<file path="config.mk">
export PLATFORM = sky130hd
export DESIGN_NAME = flag_branch_unit_flat
export DESIGN_NICKNAME = d
export VERILOG_FILES = /design/src/rtl/flag_branch_unit_if.sv /design/src/rtl/flag_branch_unit.sv /design/src/flat_wrapper.sv
export SDC_FILE = /design/constraint.sdc
export NUM_CORES = 1
export LEC_CHECK = 0
export CAP_MARGIN = 20
export CORE_AREA = 3 3 40 42
export CTS_BUF_LIST = sky130_fd_sc_hd__clkbuf_8 sky130_fd_sc_hd__clkbuf_16
export CTS_CLUSTER_DIAMETER = 60
export DETAILED_ROUTE_END_ITERATION = 8
export DIE_AREA = 0 0 43 45
export MAX_ROUTING_LAYER = met4
export PLACE_DENSITY_LB_ADDON = 0.12
export SLEW_MARGIN = 20
export SYNTH_ARGS = -nofsm -noshare
export SYNTH_HDL_FRONTEND = slang
export SYNTH_SLANG_ARGS = --single-unit
export TNS_END_PERCENT = 20
</file>
<file path="constraint.sdc">
create_clock -name clk -period 1.7 [get_ports clk]
set_clock_uncertainty 0.15 [all_clocks]
set_input_delay 0.255 -clock clk [delete_from_list [all_inputs] [get_ports clk]]
set_output_delay 0.255 -clock clk [all_outputs]
set_load 0.01 [all_outputs]
</file>
<file path="src/rtl/flag_branch_unit_if.sv">
// ALU-status / branch-resolution bundle between the EX/ID stages and the flag branch unit.
// master drives the pipeline side, slave is the flag branch unit itself.
interface flag_branch_if #(
    parameter int WIDTH = 16
);
    logic             stall;
    logic             alu_valid;
    logic [2:0]       flag_we;
    logic [WIDTH-1:0] alu_result;
    logic             alu_ovfl;
    logic             alu_neg;
    logic             br_valid;
    logic [2:0]       br_cond;
    logic [2:0]       flags_out;
    logic             br_taken;
    logic             flush;
    logic             br_not_taken;

    modport master (
        output stall, alu_valid, flag_we, alu_result, alu_ovfl, alu_neg,
        output br_valid, br_cond,
        input  flags_out, br_taken, flush, br_not_taken
    );

    modport slave (
        input  stall, alu_valid, flag_we, alu_result, alu_ovfl, alu_neg,
        input  br_valid, br_cond,
        output flags_out, br_taken, flush, br_not_taken
    );
endinterface

</file>
<file path="src/rtl/flag_branch_unit.sv">
// Architectural N/V/Z flag register plus conditional-branch resolver.
// Flags written by the instruction in EX are bypassed to the branch in ID.
module flag_branch_unit #(
    parameter int WIDTH = 16
) (
    input logic         clk,
    input logic         rst_n,
    flag_branch_if.slave bus
);
    localparam int N_BIT = 2;
    localparam int V_BIT = 1;
    localparam int Z_BIT = 0;

    typedef enum logic [2:0] {
        COND_NE     = 3'b000,
        COND_EQ     = 3'b001,
        COND_GT     = 3'b010,
        COND_LT     = 3'b011,
        COND_GE     = 3'b100,
        COND_LE     = 3'b101,
        COND_OV     = 3'b110,
        COND_ALWAYS = 3'b111
    } cond_e;

    logic [WIDTH-1:0] result;
    logic [2:0]       flags_q, flags_d;
    logic [2:0]       flags_new, flags_eff, wr_mask;
    logic             wr, res, cond_true;
    logic             eff_n, eff_v, eff_z;
    logic             br_taken_q, br_taken_d;
    logic             br_not_taken_q, br_not_taken_d;
    logic             flush_q, flush_d;

    assign result = bus.alu_result;

    // Bits not being written this cycle fall through to the register, so a
    // partial write (e.g. Z only) still lets the branch see stored N/V.
    always_comb begin
        wr        = bus.alu_valid & ~bus.stall;
        flags_new = {bus.alu_neg, bus.alu_ovfl, (result == '0)};
        wr_mask   = bus.flag_we & {3{wr}};
        flags_eff = (wr_mask & flags_new) | (~wr_mask & flags_q);
        flags_d   = flags_eff;
        eff_n     = flags_eff[N_BIT];
        eff_v     = flags_eff[V_BIT];
        eff_z     = flags_eff[Z_BIT];
    end

    always_comb begin
        cond_true = 1'b0;
        case (cond_e'(bus.br_cond))
            COND_NE:     cond_true = ~eff_z;
            COND_EQ:     cond_true = eff_z;
            COND_GT:     cond_true = ~eff_z & ~eff_n;
            COND_LT:     cond_true = eff_n;
            COND_GE:     cond_true = eff_z | ~eff_n;
            COND_LE:     cond_true = eff_n | eff_z;
            COND_OV:     cond_true = eff_v;
            COND_ALWAYS: cond_true = 1'b1;
            default:     cond_true = 1'b0;
        endcase
    end

    // A stalled branch simply does not resolve; it resolves once ID is released.
    always_comb begin
        res            = bus.br_valid & ~bus.stall;
        br_taken_d     = res & cond_true;
        br_not_taken_d = res & ~cond_true;
        flush_d        = res & cond_true;
    end

    always_ff @(posedge clk) begin
        if (!rst_n) begin
            flags_q        <= 3'b000;
            br_taken_q     <= 1'b0;
            br_not_taken_q <= 1'b0;
            flush_q        <= 1'b0;
        end else begin
            flags_q        <= flags_d;
            br_taken_q     <= br_taken_d;
            br_not_taken_q <= br_not_taken_d;
            flush_q        <= flush_d;
        end
    end

    assign bus.flags_out    = flags_q;
    assign bus.br_taken     = br_taken_q;
    assign bus.br_not_taken = br_not_taken_q;
    assign bus.flush        = flush_q;
endmodule

</file>
<file path="src/flat_wrapper.sv">
// flat-port wrapper written by rule: the top's interface ports become plain ports
module flag_branch_unit_flat 
#(
    parameter int WIDTH = 16
)
  (clk, rst_n, bus_stall, bus_alu_valid, bus_flag_we, bus_alu_result, bus_alu_ovfl, bus_alu_neg, bus_br_valid, bus_br_cond, bus_flags_out, bus_br_taken, bus_flush, bus_br_not_taken);
  flag_branch_if #(.WIDTH(WIDTH)) bus_i ();
  input logic clk;
  input logic rst_n;
  input wire logic [$bits(bus_i.stall)-1:0] bus_stall;
  input wire logic [$bits(bus_i.alu_valid)-1:0] bus_alu_valid;
  input wire logic [$bits(bus_i.flag_we)-1:0] bus_flag_we;
  input wire logic [$bits(bus_i.alu_result)-1:0] bus_alu_result;
  input wire logic [$bits(bus_i.alu_ovfl)-1:0] bus_alu_ovfl;
  input wire logic [$bits(bus_i.alu_neg)-1:0] bus_alu_neg;
  input wire logic [$bits(bus_i.br_valid)-1:0] bus_br_valid;
  input wire logic [$bits(bus_i.br_cond)-1:0] bus_br_cond;
  output wire logic [$bits(bus_i.flags_out)-1:0] bus_flags_out;
  output wire logic [$bits(bus_i.br_taken)-1:0] bus_br_taken;
  output wire logic [$bits(bus_i.flush)-1:0] bus_flush;
  output wire logic [$bits(bus_i.br_not_taken)-1:0] bus_br_not_taken;
  assign bus_i.stall = bus_stall;
  assign bus_i.alu_valid = bus_alu_valid;
  assign bus_i.flag_we = bus_flag_we;
  assign bus_i.alu_result = bus_alu_result;
  assign bus_i.alu_ovfl = bus_alu_ovfl;
  assign bus_i.alu_neg = bus_alu_neg;
  assign bus_i.br_valid = bus_br_valid;
  assign bus_i.br_cond = bus_br_cond;
  assign bus_flags_out = bus_i.flags_out;
  assign bus_br_taken = bus_i.br_taken;
  assign bus_flush = bus_i.flush;
  assign bus_br_not_taken = bus_i.br_not_taken;
  flag_branch_unit #(.WIDTH(WIDTH)) u_core (.clk(clk), .rst_n(rst_n), .bus(bus_i));
endmodule
</file>
=== After elaboration in Yosys (flattened, before gate mapping) ===
Cells that the tools add are included.

* Register bits: 5
* Bits of input ports: 29
* Word-level logic and storage cells: 29
* Output and inout bits: 6

* Reduce and logical (&&, ||, !) cells: 2
* Eq/ne operators: 7
* Bitwise operators: 16
* Mux-type cells: 1

{| class="wikitable"
|+ Operator list
! cell !! number
|-
| $logic_not A16 Y1 || 1
|-
| $eq A3 B3 Y1 const B || 4
|-
| $and A3 B3 Y3 || 3
|-
| $pmux W1 S8 || 1
|-
| $eq A3 B2 Y1 const B || 2
|-
| $and A1 B1 Y1 || 5
|-
| $not A1 Y1 || 4
|-
| $eq A3 B1 Y1 const B || 1
|-
| $logic_not A3 Y1 || 1
|-
| $not A3 Y3 || 1
|-
| $or A3 B3 Y3 || 1
|-
| $or A1 B1 Y1 || 2
|}

=== Logic depth before layout (Yosys ltp) ===
Gate-level depths: netlist of run 1.

* Depth after elaboration: 11
* Depth in mapped cells: 5

=== Worst setup path before layout of run 1 ===
OpenSTA, ideal clock, no wires.

* Kind: input to register
* From: input bus_stall
* To: register u_core.br_not_taken_q, in the netlist u_core.bus.br_not_taken
* Arrival time: 1284 ps
* Cell stages on the path: 5
* Setup slack: 149 ps
* Data required time: 1433 ps
* Cells stage by stage: nand3b_4 -> mux2i_4 -> nor2b_2 -> or4_4 -> and4b_1

* Cells in the longest elaborated chain, start to end: 11
* Elaborated cells on any way between the ends: 16
* Classes of those cells: mux: 1; bitwise: 15

{| class="wikitable"
|+ Ends and longest elaborated chain
! what !! line !! source
|-
| start: declaration || flat_wrapper.sv:10 || <nowiki>input wire logic [$bits(bus_i.stall)-1:0] bus_stall;</nowiki>
|-
| $not A1 Y1 (*) || flag_branch_unit.sv:39, flag_branch_unit.sv:66 ||
|-
| $and A1 B1 Y1 || flag_branch_unit.sv:39 || <nowiki>wr = bus.alu_valid & ~bus.stall;</nowiki>
|-
| $and A3 B3 Y3 || flag_branch_unit.sv:41 || <nowiki>wr_mask = bus.flag_we & {3{wr}};</nowiki>
|-
| $not A3 Y3 || flag_branch_unit.sv:42 || <nowiki>flags_eff = (wr_mask & flags_new) | (~wr_mask & flags_q);</nowiki>
|-
| $and A3 B3 Y3 || flag_branch_unit.sv:42 ||
|-
| $or A3 B3 Y3 || flag_branch_unit.sv:42 ||
|-
| $not A1 Y1, on equally long branches || flag_branch_unit.sv:54, flag_branch_unit.sv:56, flag_branch_unit.sv:52 ||
|-
| $or A1 B1 Y1 or $and A1 B1 Y1 (tied branches) || flag_branch_unit.sv:56, flag_branch_unit.sv:54 ||
|-
| $pmux W1 S8 || flag_branch_unit.sv:51 || <nowiki>case (cond_e'(bus.br_cond))</nowiki>
|-
| $not A1 Y1 || flag_branch_unit.sv:68 || <nowiki>br_not_taken_d = res & ~cond_true;</nowiki>
|-
| $and A1 B1 Y1 (*) || flag_branch_unit.sv:68 ||
|-
| end signal: assignment || flag_branch_unit.sv:81 || <nowiki>br_not_taken_q <= br_not_taken_d;</nowiki>
|-
| end: declaration || flag_branch_unit.sv:31 || <nowiki>logic br_not_taken_q, br_not_taken_d;</nowiki>
|}

Mark *: on every way between the ends. The rest lies on a longest branch, timed or not.
A chain may end at the register's enable or synchronous reset.

=== Worst setup path in the final report of run 1 ===
* From: input bus_alu_result[7]
* To: register u_core.br_not_taken_q, in the netlist u_core.bus.br_not_taken

* Cells in the longest elaborated chain, start to end: 8
* Elaborated cells on any way between the ends: 10
* Classes of those cells: mux: 1; bitwise: 8; reduce/logical: 1

{| class="wikitable"
|+ Ends and longest elaborated chain
! what !! line !! source
|-
| start: declaration || flat_wrapper.sv:13 || <nowiki>input wire logic [$bits(bus_i.alu_result)-1:0] bus_alu_result;</nowiki>
|-
| $logic_not A16 Y1 (*) || flag_branch_unit.sv:40 || <nowiki>flags_new = {bus.alu_neg, bus.alu_ovfl, (result == '0)};</nowiki>
|-
| $and A3 B3 Y3 (*) || flag_branch_unit.sv:42 ||
|-
| $or A3 B3 Y3 (*) || flag_branch_unit.sv:42 ||
|-
| $not A1 Y1 || flag_branch_unit.sv:52, flag_branch_unit.sv:54 ||
|-
| $and A1 B1 Y1 || flag_branch_unit.sv:54 || <nowiki>COND_GT: cond_true = ~eff_z & ~eff_n;</nowiki>
|-
| $pmux W1 S8 (*) || flag_branch_unit.sv:51 ||
|-
| $not A1 Y1 (*) || flag_branch_unit.sv:68 ||
|-
| $and A1 B1 Y1 (*) || flag_branch_unit.sv:68 ||
|}

Marked as above.

==> key figures, run 1 <==
Setup path
  • CP Class: in2reg
  • CP max FO: 2
  • Setup crit end kind: flop
  • Worst endpoint data arrival time: about 1600 ps
  • R2R setup slack: roughly 200 ps
  • Worst path required time: around 1700 ps
  • Crit path launch type: primary input

Final layout
  • ANT cells: 0
  • Register area: between 100 and 150 um^2
  • Final instance area: between 800 and 900 um^2
  • Fin cells: 95
  • Share of cells above drive strength 1: between 30% and 40%
  • Nets: 110
  • Area of the multi-input gates: 274 um^2
  • Post-layout util: 64.8%
  • Area grow syn2layout: 150%
  • Fillers: 115

Synth
  • Top-count cell post-synth: dfxtp_1
  • Xor/xnor cell area share of the yosys netlist: 0%
  • Simple-Gate Fraction of Synth Area: 45.9%
  • Post-synth top area cell: dfxtp_1
  • Register area share after synthesis: between 30% and 40%
  • Post-synthesis compound-gate area fraction: between 10% and 20%
  • Share of the synthesized area in the top cell type: ~30%
  • Post-Syn Area: 333 um^2
  • Post-synthesis mux area share: around a tenth
  • Asr flop ratio synth: 0%
  • Fraction of the mapped netlist area in adder cells: 0%
  • Top cells by count, synth: dfxtp_1, nand3b_1, nor4_1
  • Number of flops mapped to enable cells by yosys: 0
  • Mapped Cells: 34
  • Net Count, Synth: between 60 and 70
  • Syn_area_per_cell: between 9 and 10 um^2
  • Synth top area cells: dfxtp_1, nand3b_1, nor4_1
  • Main synth FF type: dfxtp_1
  • Yosys cell types: 21
  • Largest family of logic cells by synthesized area: simple AND/OR/NAND/NOR gates
  • Flip-flop and latch count after synthesis: 5
  • Ys Warns: 0

Pwr
  • Worst VDD drop: 0.209 mV
  • Int Pwr: 0.350 mW
  • Lkg Pwr: 0.403 nW
  • Pwr dens: 537 mW/mm^2
  • Clock network fraction of total power: roughly 48%
  • Total power: 0.448 mW
  • Combinational power share: 24.6%
  • Sequential power share: 27.5%
  • Switch share: around 22%
  • NetSw: roughly 0.098 mW

Job
  • Max Cap Violations: 0

Route
  • Post-route DRC: 0
  • Vias per cell: between 4 and 5
  • WL final: 1.23 mm
  • Wire length per cell: 12.9 um
  • DRT antenna net count: 0
  • DR vias: 450
  • Starting DRC count in detailed routing: 6
  • Pre-antenna DRT Iters: 2

Global routing
  • Tot GR Track Use: approximately 14%
  • GR Overflow Total: 0
  • Initial antenna violation count: 0
  • Largest net degree at the start of global routing: 5
  • First-pass GRT wire length: 1.94 mm
  • Vias in the first global route: 492

STA
  • Rel. slew slack: between 80% and 90%
  • Final Hold Vio Count: 0
  • Slew @ Worst Pin: 269 ps
  • Fmax: 0.604 GHz
  • Setup ws final: roughly 44 ps
  • Slew Limit Fails: 0
  • Period utilization: between 90 and 100%
  • Finish-stage setup viols: 0
  • Final Critical Period: between 1500 and 2000 ps

Floorplanning
  • Core area: 0.00128 mm^2
  • Die height: ~45 um
  • Full die area: roughly 0.0019 mm^2
  • Std cell rows: 13
  • I/O pin count: 35
  • Starting Density: ~26%
  • Die Width: 43 um

Placed design
  • Hpwl dp: a little over 900 um
  • Cell count after placement: 86
  • GPL Wtd Cong: 0.672
  • Dpl cell area: 714 um^2
  • Input/output buffers: 34
  • Pre-CTS WS: -439 ps

Clocking
  • TritonCTS Buffers: 3
  • Clk pin slew, worst setup/hold paths: 30 ps
  • Clk sink count: 5
  • CTS Root Buffer Type: clkbuf_8
  • CTS tree: done
  • Worst-Skew Late Latency: 220 ps
  • Htree depth: 1
  • Clock buffer depth: 2

Hold path
  • Hold Path Class: in2reg

Run status
  • Status: finished clean
placed cells by master, fill, tap and decap left out, types with 2 or more instances in the layout:
cell type         n
nor4_1            2
nor2b_1           2
clkbuf_2          2
clkdlybuf4s50_1  12
nor4_2            2
nand3b_1          4
dlygate4sd2_1    15
dfxtp_1           5
buf_4             8
dlymetal6s2s_1    5
clkbuf_8          3
sequential cells by signal (all words and copies together), names as in the netlist:
| signal | cells |
|---|---|
| u_core.bus.flags_out | 3 |
| u_core.bus.br_not_taken | 1 |
| u_core.bus.br_taken | 1 |
metrics by stage:
stage / hold slack [ps] / setup TNS, ps
6_report: 217 / 0
5_1_grt: 252 / -21.3
4_1_cts: 364 / 0
3_5_place_dp: 393 / -819
3_3_place_gp: 389 / -860
2_1_floorplan: 227 / 0
power groups by stage:
| stage | logic [mW] | registers (mW) | clock network [mW] |
|---|---|---|---|
| final | 0.110 | 0.123 | 0.214 |
| after global routing | 0.119 | 0.123 | 0.233 |
| after CTS | 0.105 | 0.123 | 0.219 |
| after detailed placement | 0.115 | 0.125 | 0 |
| after global placement | 0.115 | 0.125 | 0 |
| after floorplan | 0.0258 | 0.126 | 0 |
critical path, cell delays in order:
cell	delay, ps
dlygate4sd2_1	240
nor4_2	270
nand4_1	160
buf_4	180
o311ai_4	250
o31ai_2	90
and4b_1	170
cell type report:
cell class | count | area share, %
multi-input cells | 28 | 32.9
clock inverters | 1 | 0.450
well taps | 15 | 2.25
flip-flops and latches | 5 | 12.0
clock buffers | 3 | 4.95
repair buffers | 43 | 47.4
kinds of logic (layout without fill, tap and decap cells):
group / Yosys count / in the layout
buffers and inverters: 1 / 47
multiplexers: 2 / 2
flip-flops: 5 / 5
AND/OR/NAND/NOR: 20 / 20
AO/OA/AOI/OAI: 6 / 6
worst paths after layout:
kind | startpoint | endpoint | cells past startpoint
setup / recovery | bus_alu_result[7] | u_core.bus.br_not_taken | 7
setup reg to reg | u_core.bus.flags_out[2] | u_core.bus.br_not_taken | 4
hold / removal | bus_stall | u_core.bus.br_taken | 3
hold reg to reg | u_core.bus.flags_out[1] | u_core.bus.flags_out[1] | 2
metal layers:
| layer | global-route usage (%) | part of all wire [%] |
|---|---|---|
| met3 | 2.39 | 10 |
| met1 | 15.1 | 37 |
| met4 | 12.7 | 2.3 |
| met5 | - | 0 |
| met2 | 23.7 | 50 |
what timing repair did:
| action | CTS | global route |
|---|---|---|
| endpoints found under the hold margin | 0 | 0 |
| pin swaps | 10 | 9 |
| endpoints found under the setup margin | 2 | 2 |
| buffers inserted | 4 | 2 |
| hold buffers | 0 | 0 |
| gates resized for setup | 20 | 16 |
Power figures use the tool's default switching activity.
==> run 2, diff against run 1 <==
--- a/config.mk
+++ b/config.mk
@@ -13,6 +13,7 @@
 export DIE_AREA = 0 0 43 45
 export MAX_ROUTING_LAYER = met4
 export PLACE_DENSITY_LB_ADDON = 0.12
+export SETUP_SLACK_MARGIN = 0.3
 export SLEW_MARGIN = 20
 export SYNTH_ARGS = -nofsm -noshare
 export SYNTH_HDL_FRONTEND = slang
==> run 2 against run 1 <==
Combinational power shrank 6%. Sequential cell count stayed put. Register-to-register slack about the same. Global-route usage rose by 0.69 points. Cell count unchanged. Utilization down 5.5 points. Total power decreased by 1.9%. Non-clock buffer count stayed put. Fmax increased by 9.3%. Sequential share of layout area grew 1.1 points. Count of clock-buffer cells in the layout unchanged. Critical endpoint unchanged. Largest cell class unchanged. Largest power group unchanged.
==> key figures, run 2 (synthesized netlist as in run 1, its figures left out) <==
Hold path
  • Hold Path Class: in2reg

Placed design
  • Dpl cell area: between 700 and 800 um^2
  • Pre-CTS WS: -439 ps
  • GPL Wtd Cong: 0.672
  • Input/output buffers: 34
  • Hpwl dp: approximately 930 um

Clocking
  • Clk sink count: 5
  • CTS Hold Buffers Added: 0
  • CTS Root Buffer Type: clkbuf_8
  • Htree depth: 1
  • Clk pin slew, worst setup/hold paths: 30 ps
  • Clock buffer depth: 2
  • TritonCTS Buffers: 3
  • Worst-Skew Late Latency: 220 ps
  • CTS tree: done

Route
  • Vias per cell: slightly below 5
  • Post-route DRC: 0
  • DRT antenna net count: 0
  • Wire length per cell: ~13 um
  • WL final: around 1.2 mm
  • Starting DRC count in detailed routing: 9
  • Pre-antenna DRT Iters: 4
  • DR vias: between 400 and 500

Global routing
  • Vias in the first global route: 515
  • Initial antenna violation count: 0
  • GR Overflow Total: 0
  • Tot GR Track Use: 15.2%
  • Largest net degree at the start of global routing: 5
  • First-pass GRT wire length: approximately 2.0 mm

Floorplanning
  • Core area: 0.00128 mm^2
  • Die height: between 40 and 50 um
  • Std cell rows: 13
  • I/O pin count: 35
  • Starting Density: between 20 and 30%
  • Die Width: between 40 and 50 um
  • Full die area: a little under 0.002 mm^2

Pwr
  • Lkg Pwr: around 0.35 nW
  • Worst VDD drop: ~0.19 mV
  • Pwr dens: 576 mW/mm^2

STA
  • Period utilization: 89.1%
  • Final Hold Vio Count: 0
  • Rel. slew slack: a little over four fifths
  • Slew Limit Fails: 0
  • RSZ-0062 raised after global routing: true
  • Final Critical Period: 1520 ps
  • Fmax: around 0.66 GHz
  • Finish-stage setup viols: 0
  • Slew @ Worst Pin: between 200 and 250 ps
  • Setup ws final: between 150 and 200 ps

Job
  • Max Cap Violations: 0

Setup path
  • Crit path launch type: primary input
  • Setup crit end kind: flop
  • CP Class: in2reg
  • Worst endpoint data arrival time: ~1500 ps
  • Critical Path Slowest Stage Cell: nor4_1
  • Worst path required time: between 1500 and 2000 ps
  • Slowest stage delay, CP: about 220 ps
  • CP max FO: 3
  • CP cell instances: clkdlybuf4s15_1, nor4_1, nand4_1, buf_4, o21ai_4, o31ai_2, and4b_1

Final layout
  • Final instance area: approximately 760 um^2
  • Fillers: between 100 and 150
  • Max reg flops: 3
  • Most frequent cells in the layout: buf_2, clkdlybuf4s50_1, buf_4
  • Share of cells above drive strength 1: a little over two fifths
  • ANT cells: 0
  • Commonest non-fill, non-tap cell in the layout: buf_2
  • Nets: 110
  • Area grow syn2layout: 129%

Run status
  • Status: finished clean
run 2: changes by cell type in the layout (fill, tap and decap cells not counted), sizes merged:
| cell | previous run | this run |
|---|---|---|
| buf | 9 | 23 |
| dlygate4sd2 | 15 | 4 |
| clkdlybuf4s15 | 0 | 6 |
| dlymetal6s2s | 5 | 1 |
| clkdlybuf4s50 | 12 | 9 |
| clkbuf | 5 | 3 |
run 2: worst max-delay path: cells and delay by family:
family          cells  cell delay, ps
simple gates        3             600
buf+inv             2             350
compound gates      2             260
run 2: worst paths after layout:
kind	cells after the start	startpoint	end	slack [ps]
max	7	bus_alu_result[3]	u_core.bus.br_not_taken	180
min	3	bus_stall	u_core.bus.br_taken	180
max reg2reg	4	u_core.bus.flags_out[2]	u_core.bus.br_not_taken	210
min reg2reg	2	u_core.bus.flags_out[1]	u_core.bus.flags_out[1]	400
run 2: layer usage:
layer / share of wire (%) / track usage (%) / up-vias
li1: - / - / 224
met1: 37 / 16.1 / 194
met2: 47 / 24.9 / 42
met3: 13 / 2.39 / 5
met4: 3.1 / 12.7 / 0
met5: 0 / - / -
run 2: metrics by stage:
step           util [%]  total power [mW]  setup TNS (ps)  hold WS [ps]  instances
3_3_place_gp       55.6             0.240            -859           389         86
5_1_grt            59.4             0.467               0           204         95
4_1_cts            58.2             0.442               0           175         95
6_report           59.4             0.439               0           183         95
2_1_floorplan         -             0.152               0           227         34
3_5_place_dp       55.6             0.240            -819           393         86
run 2: report_power, final:
part	internal [mW]	leakage, nW	total (mW)	switching [mW]
registers	0.121	0.0406	0.123	0.00163
logic	0.0684	0.286	0.103	0.0348
clock network	0.155	0.0269	0.213	0.0583
run 2: final cells by class:
| class | instances | area [um^2] | area share [%] |
|---|---|---|---|
| multi-input combinational | 28 | 254 | 33.3 |
| sequential | 5 | 100 | 13.1 |
| tap | 15 | 18.8 | 2.46 |
| clock inverter | 1 | 3.75 | 0.492 |
| timing repair buffer | 43 | 345 | 45.2 |
| clock buffer | 3 | 41.3 | 5.41 |
run 2: timing repair:
action | in CTS | in global routing
resized for setup | 67 | 3
endpoints found under the setup margin | 10 | 8
pin swaps | 13 | 2
setup buffers | 5 | 0
==> variant 1 (settings of run 2) <==
`WIDTH` is set to 16 in 3 places; all go to 24.
--- a/src/rtl/flag_branch_unit_if.sv
+++ b/src/rtl/flag_branch_unit_if.sv
@@ -1,7 +1,7 @@
 // ALU-status / branch-resolution bundle between the EX/ID stages and the flag branch unit.
 // master drives the pipeline side, slave is the flag branch unit itself.
 interface flag_branch_if #(
-    parameter int WIDTH = 16
+    parameter int WIDTH = 24
 );
     logic             stall;
     logic             alu_valid;
--- a/src/rtl/flag_branch_unit.sv
+++ b/src/rtl/flag_branch_unit.sv
@@ -1,7 +1,7 @@
 // Architectural N/V/Z flag register plus conditional-branch resolver.
 // Flags written by the instruction in EX are bypassed to the branch in ID.
 module flag_branch_unit #(
-    parameter int WIDTH = 16
+    parameter int WIDTH = 24
 ) (
     input logic         clk,
     input logic         rst_n,
--- a/src/flat_wrapper.sv
+++ b/src/flat_wrapper.sv
@@ -1,7 +1,7 @@
 // flat-port wrapper written by rule: the top's interface ports become plain ports
 module flag_branch_unit_flat 
 #(
-    parameter int WIDTH = 16
+    parameter int WIDTH = 24
 )
   (clk, rst_n, bus_stall, bus_alu_valid, bus_flag_we, bus_alu_result, bus_alu_ovfl, bus_alu_neg, bus_br_valid, bus_br_cond, bus_flags_out, bus_br_taken, bus_flush, bus_br_not_taken);
   flag_branch_if #(.WIDTH(WIDTH)) bus_i ();
Ports: changed (resized bus_alu_result); port bits go from 35 to 43. The function was not compared with the original's and may differ.
==> variant 1 against run 2 <==
The run now ends with negative setup slack left. Sequential cell count unchanged. Routed wire length up 10%. Maximum frequency down 20%. Final cell count up 19%. Global-route usage up 0.43 points. Synthesized cell count up 24%. First-iteration DRC count down 78%. Register-to-register slack better by 0.13 ns. Cell area up 16%. Power up 4.3%. Setup slack worse by 0.39 ns. Synthesized area up 8.6%. Largest power group unchanged. Highest routed layer unchanged.
==> variant 1: results (changes against run 2) <==
min_to: "u_core.bus.flags_out[1]$_SDFF_PN0_"
drive_gt1_frac: 0.276  # -0.162
wire_per_inst_um: 12.1  # -7.4%
drtIter0Drc: 2  # -7
crit_fanout: 2  # -1
arrival_ns: 1.86  # +0.38 ns
hp-start: "u_core.bus.flags_out[1]$_SDFF_PN0_"
hold_ws_ns: 0.398  # +0.215 ns
via_per_inst: 5.11  # +4.3%
place_area_sq_um: 868  # +22%
grt_usage: 0.156  # +0.00428
startpoint: "bus_alu_result[21]"
hold_depth: 2  # -1
syn_nets: 79  # +25%
setup_viol: 2  # +2
status: "finished with violations"
hpwl_um: 1200  # +29%
slowest_stage: "or4_4"
grtUsageMet1: 0.154  # -0.00721
peakVddDrop_mv: 0.204  # +6.4%
placed_cells_incl_taps: 108  # +26%
leakage_nw: 0.404  # +14%
synth.top_cells.by_area: "dfxtp_1 28%, nand3b_1 10%, nor4_1 6.9%"
hold_class: "flop to flop"
ys_seq_area_frac: 0.277  # -0.0239
first_pass_iters: 3  # -1
grt_pass1_vias: 574  # +11%
grt_max_degree: 6  # +1
fillers: 122  # +0.83%
final_nets: 136  # +24%
worst_slack_ns: -0.204  # -0.388 ns
violations: "negative setup slack"
grt_use_met2: 0.272  # +0.0240
ff2ff_setup_slack_ns: 0.34  # +0.13 ns
grtUsageMet3: 0.0398  # +0.0159
totalWireLength_um: 1370  # +10%
## variant 1: worst max-delay path by stage
stage,to,slack (ns),cells past startpoint
finish,u_core.bus.br_not_taken$_SDFF_PN0_,-0.20,5
global route,u_core.bus.br_not_taken$_SDFF_PN0_,-0.24,6
CTS,u_core.bus.br_not_taken$_SDFF_PN0_,-0.21,5
detailed placement,u_core.bus.br_not_taken$_SDFF_PN0_,-0.72,5
global placement,u_core.bus.br_not_taken$_SDFF_PN0_,-0.71,5
floorplan,u_core.bus.br_not_taken$_SDFF_PN0_,-0.31,4
## variant 1: final cells by class
class                      count  area [sq um]  area share
clock buffer                   3          41.3      0.0467
clock inverter                 1          3.75     0.00425
multi-input combinational     36           267       0.302
sequential                     5           100       0.113
tap                           15          18.8      0.0212
timing repair buffer          53           453       0.513
## variant 1: repair_timing
action,4_1_cts,5_1_grt
cloned,0,0
endpoints found under the hold margin,0,0
buffers inserted,1,0
endpoints found under the setup margin,9,3
gates resized for setup,60,5
pin swaps,11,5
## variant 1: report_power, final
part	switching [mW]	leakage (nW)	internal [mW]
logic	0.0390	0.337	0.0835
registers	0.00147	0.0406	0.121
clock network	0.0580	0.0269	0.155
## variant 1: kinds of logic (layout without fill, tap and decap cells)
family                    Yosys count  count (layout)  synth area share
AOI/OAI and AO/OA                   7               7             0.149
xor gates and xnor gates            1               1            0.0242
DFF                                 5               5             0.277
and+or+nand+nor                    26              26             0.460
muxes                               2               2            0.0692
buffers and inverters               1              57            0.0208
## variant 1: per-stage QoR
stage | total power [mW] | TNS, ns | setup slack (ns)
floorplan | 0.155 | -0.605 | -0.310
global route | 0.489 | -0.493 | -0.237
global placement | 0.264 | -1.92 | -0.712
detailed placement | 0.267 | -1.95 | -0.722
finish | 0.458 | -0.374 | -0.204
CTS | 0.467 | -0.375 | -0.214
## variant 1: tightest hold or removal path: cells and delay by family (launching register included)
family,cells,cell delay [ns]
flip-flops,1,0.32
AND/OR/NAND/NOR,1,0.10
multiplexers,1,0.09
## variant 1: per-layer routing
metal,share of wire,up-vias
li1,-,281
met1,0.38,259
met2,0.48,34
met3,0.11,3
met4,0.020,0
met5,0,-
==> variant 2 (config.mk and constraints of run 2) <==
Without the edit above. Make the reset (`rst_n`) asynchronous in one clocked block.
--- a/src/rtl/flag_branch_unit.sv
+++ b/src/rtl/flag_branch_unit.sv
@@ -69,7 +69,7 @@
         flush_d        = res & cond_true;
     end
 
-    always_ff @(posedge clk) begin
+    always_ff @(posedge clk or negedge rst_n) begin
         if (!rst_n) begin
             flags_q        <= 3'b000;
             br_taken_q     <= 1'b0;
Behaviour: differs if rst_n is asserted again (counterexample within 4 cycles, from zero or initial values and one cycle with rst_n low); with rst_n held inactive, the same outputs for 10 cycles.
==> variant 2 against run 2 <==
Sequential power up 12%. Largest cell class unchanged. Setup slack improved by 0.011 ns. Cell area is 4.1% higher. Core utilization up 2.4 points. Sequential share of layout area up 2.6 points. Worst hold slack got worse by 0.081 ns. Via count fell by 5.4%. Sequential cell count did not move. Synthesized area fell by 2.6%. Power up 17%. Routed wire length up 2.3%.
==> variant 2: results (changes against run 2) <==
grt_usage: 0.131  # -0.0207
hold_class: "primary input to asynchronous set/reset pin"
ys_seq_area_frac: 0.386  # +0.0853
reg2reg_depth: 3  # -1
final_nets: 106  # -3.6%
r2r-end: "u_core.bus.br_not_taken$_DFF_PN0_"
drtIter0Drc: 5  # -4
grt_max_degree: 6  # +1
syn_nets: 61  # -3.2%
grt_use_met2: 0.231  # -0.0180
tightest_slew_ns: 0.241  # +0.0220 ns
avgSynthCellArea_sq_um: 10.1  # +3.5%
leakage_nw: 0.383  # +8.4%
cp-endpoint: "bus_flags_out[1]"
totalWireLength_um: 1270  # +2.3%
p_comb_frac: 0.314  # +0.079
place_congestion: 0.639  # -5.0%
wl_met1_um: 483  # +5.0%
fin_cells: 91  # -4.2%
crit_fanout: 2  # -1
placed_cells_incl_taps: 82  # -4.7%
status: "completed"
grt_pass1_wl_um: 1750  # -14%
top_layer_used: "met3"
startpoint: "u_core.bus.flags_out[1]$_DFF_PN0_"
regToRegStartpoint: "u_core.bus.flags_out[2]$_DFF_PN0_"
async_flop_share: 1.00  # +1.00
drive_gt1_frac: 0.474  # +0.0362
grtUsageMet1: 0.129  # -0.0318
synth_common_cells: "5 x dfrtp_1, 4 x nor4_1, 3 x nand2_1, 2 x nand3b_1, 2 x o21ai_0"
crit_family: "buffers and inverters"
max_stage_delay_ns: 0.54  # +0.32 ns
peakVddDrop_mv: 0.278  # +45%
grt_pass1_vias: 447  # -13%
synth.top_cells.by_area: "dfrtp_1 39%, nor4_1 7.7%, nand3b_4 6.2%"
seqPwrFrac: 0.268  # -0.012
grtUsageMet3: 0.0159  # -0.00797
via_per_inst: 4.84  # -1.2%
dr_wl_met3_um: 110  # -31%
variant 2: final cells by class:
type,count,area (sq um)
clock buffer,3,41.3
clock inverter,1,3.75
inverter,1,3.75
tap,15,18.8
sequential,5,125
fill,117,490
multi-input combinational,25,262
timing repair buffer,41,340
variant 2: through the flow:
step / cell area (sq um) / utilization / setup slack (ns) / setup TNS (ns)
5_1_grt: 795 / 0.618 / 0.130 / 0
4_1_cts: 761 / 0.592 / 0.144 / 0
2_1_floorplan: 324 / - / 0.187 / 0
6_report: 795 / 0.618 / 0.195 / 0
3_3_place_gp: 691 / 0.537 / -0.336 / -0.631
3_5_place_dp: 691 / 0.537 / -0.361 / -0.643
variant 2: cell families after synthesis:
group	Yosys count	share of synthesized area
AO/OA/AOI/OAI	8	0.174
buffers and inverters	2	0.0347
flip-flops	5	0.386
multiplexers	2	0.0811
AND/OR/NAND/NOR	15	0.324
variant 2: repair_timing:
action,CTS,global route
setup buffers,3,2
pin swaps,10,11
resized for setup,42,34
setup endpoints to repair,8,7
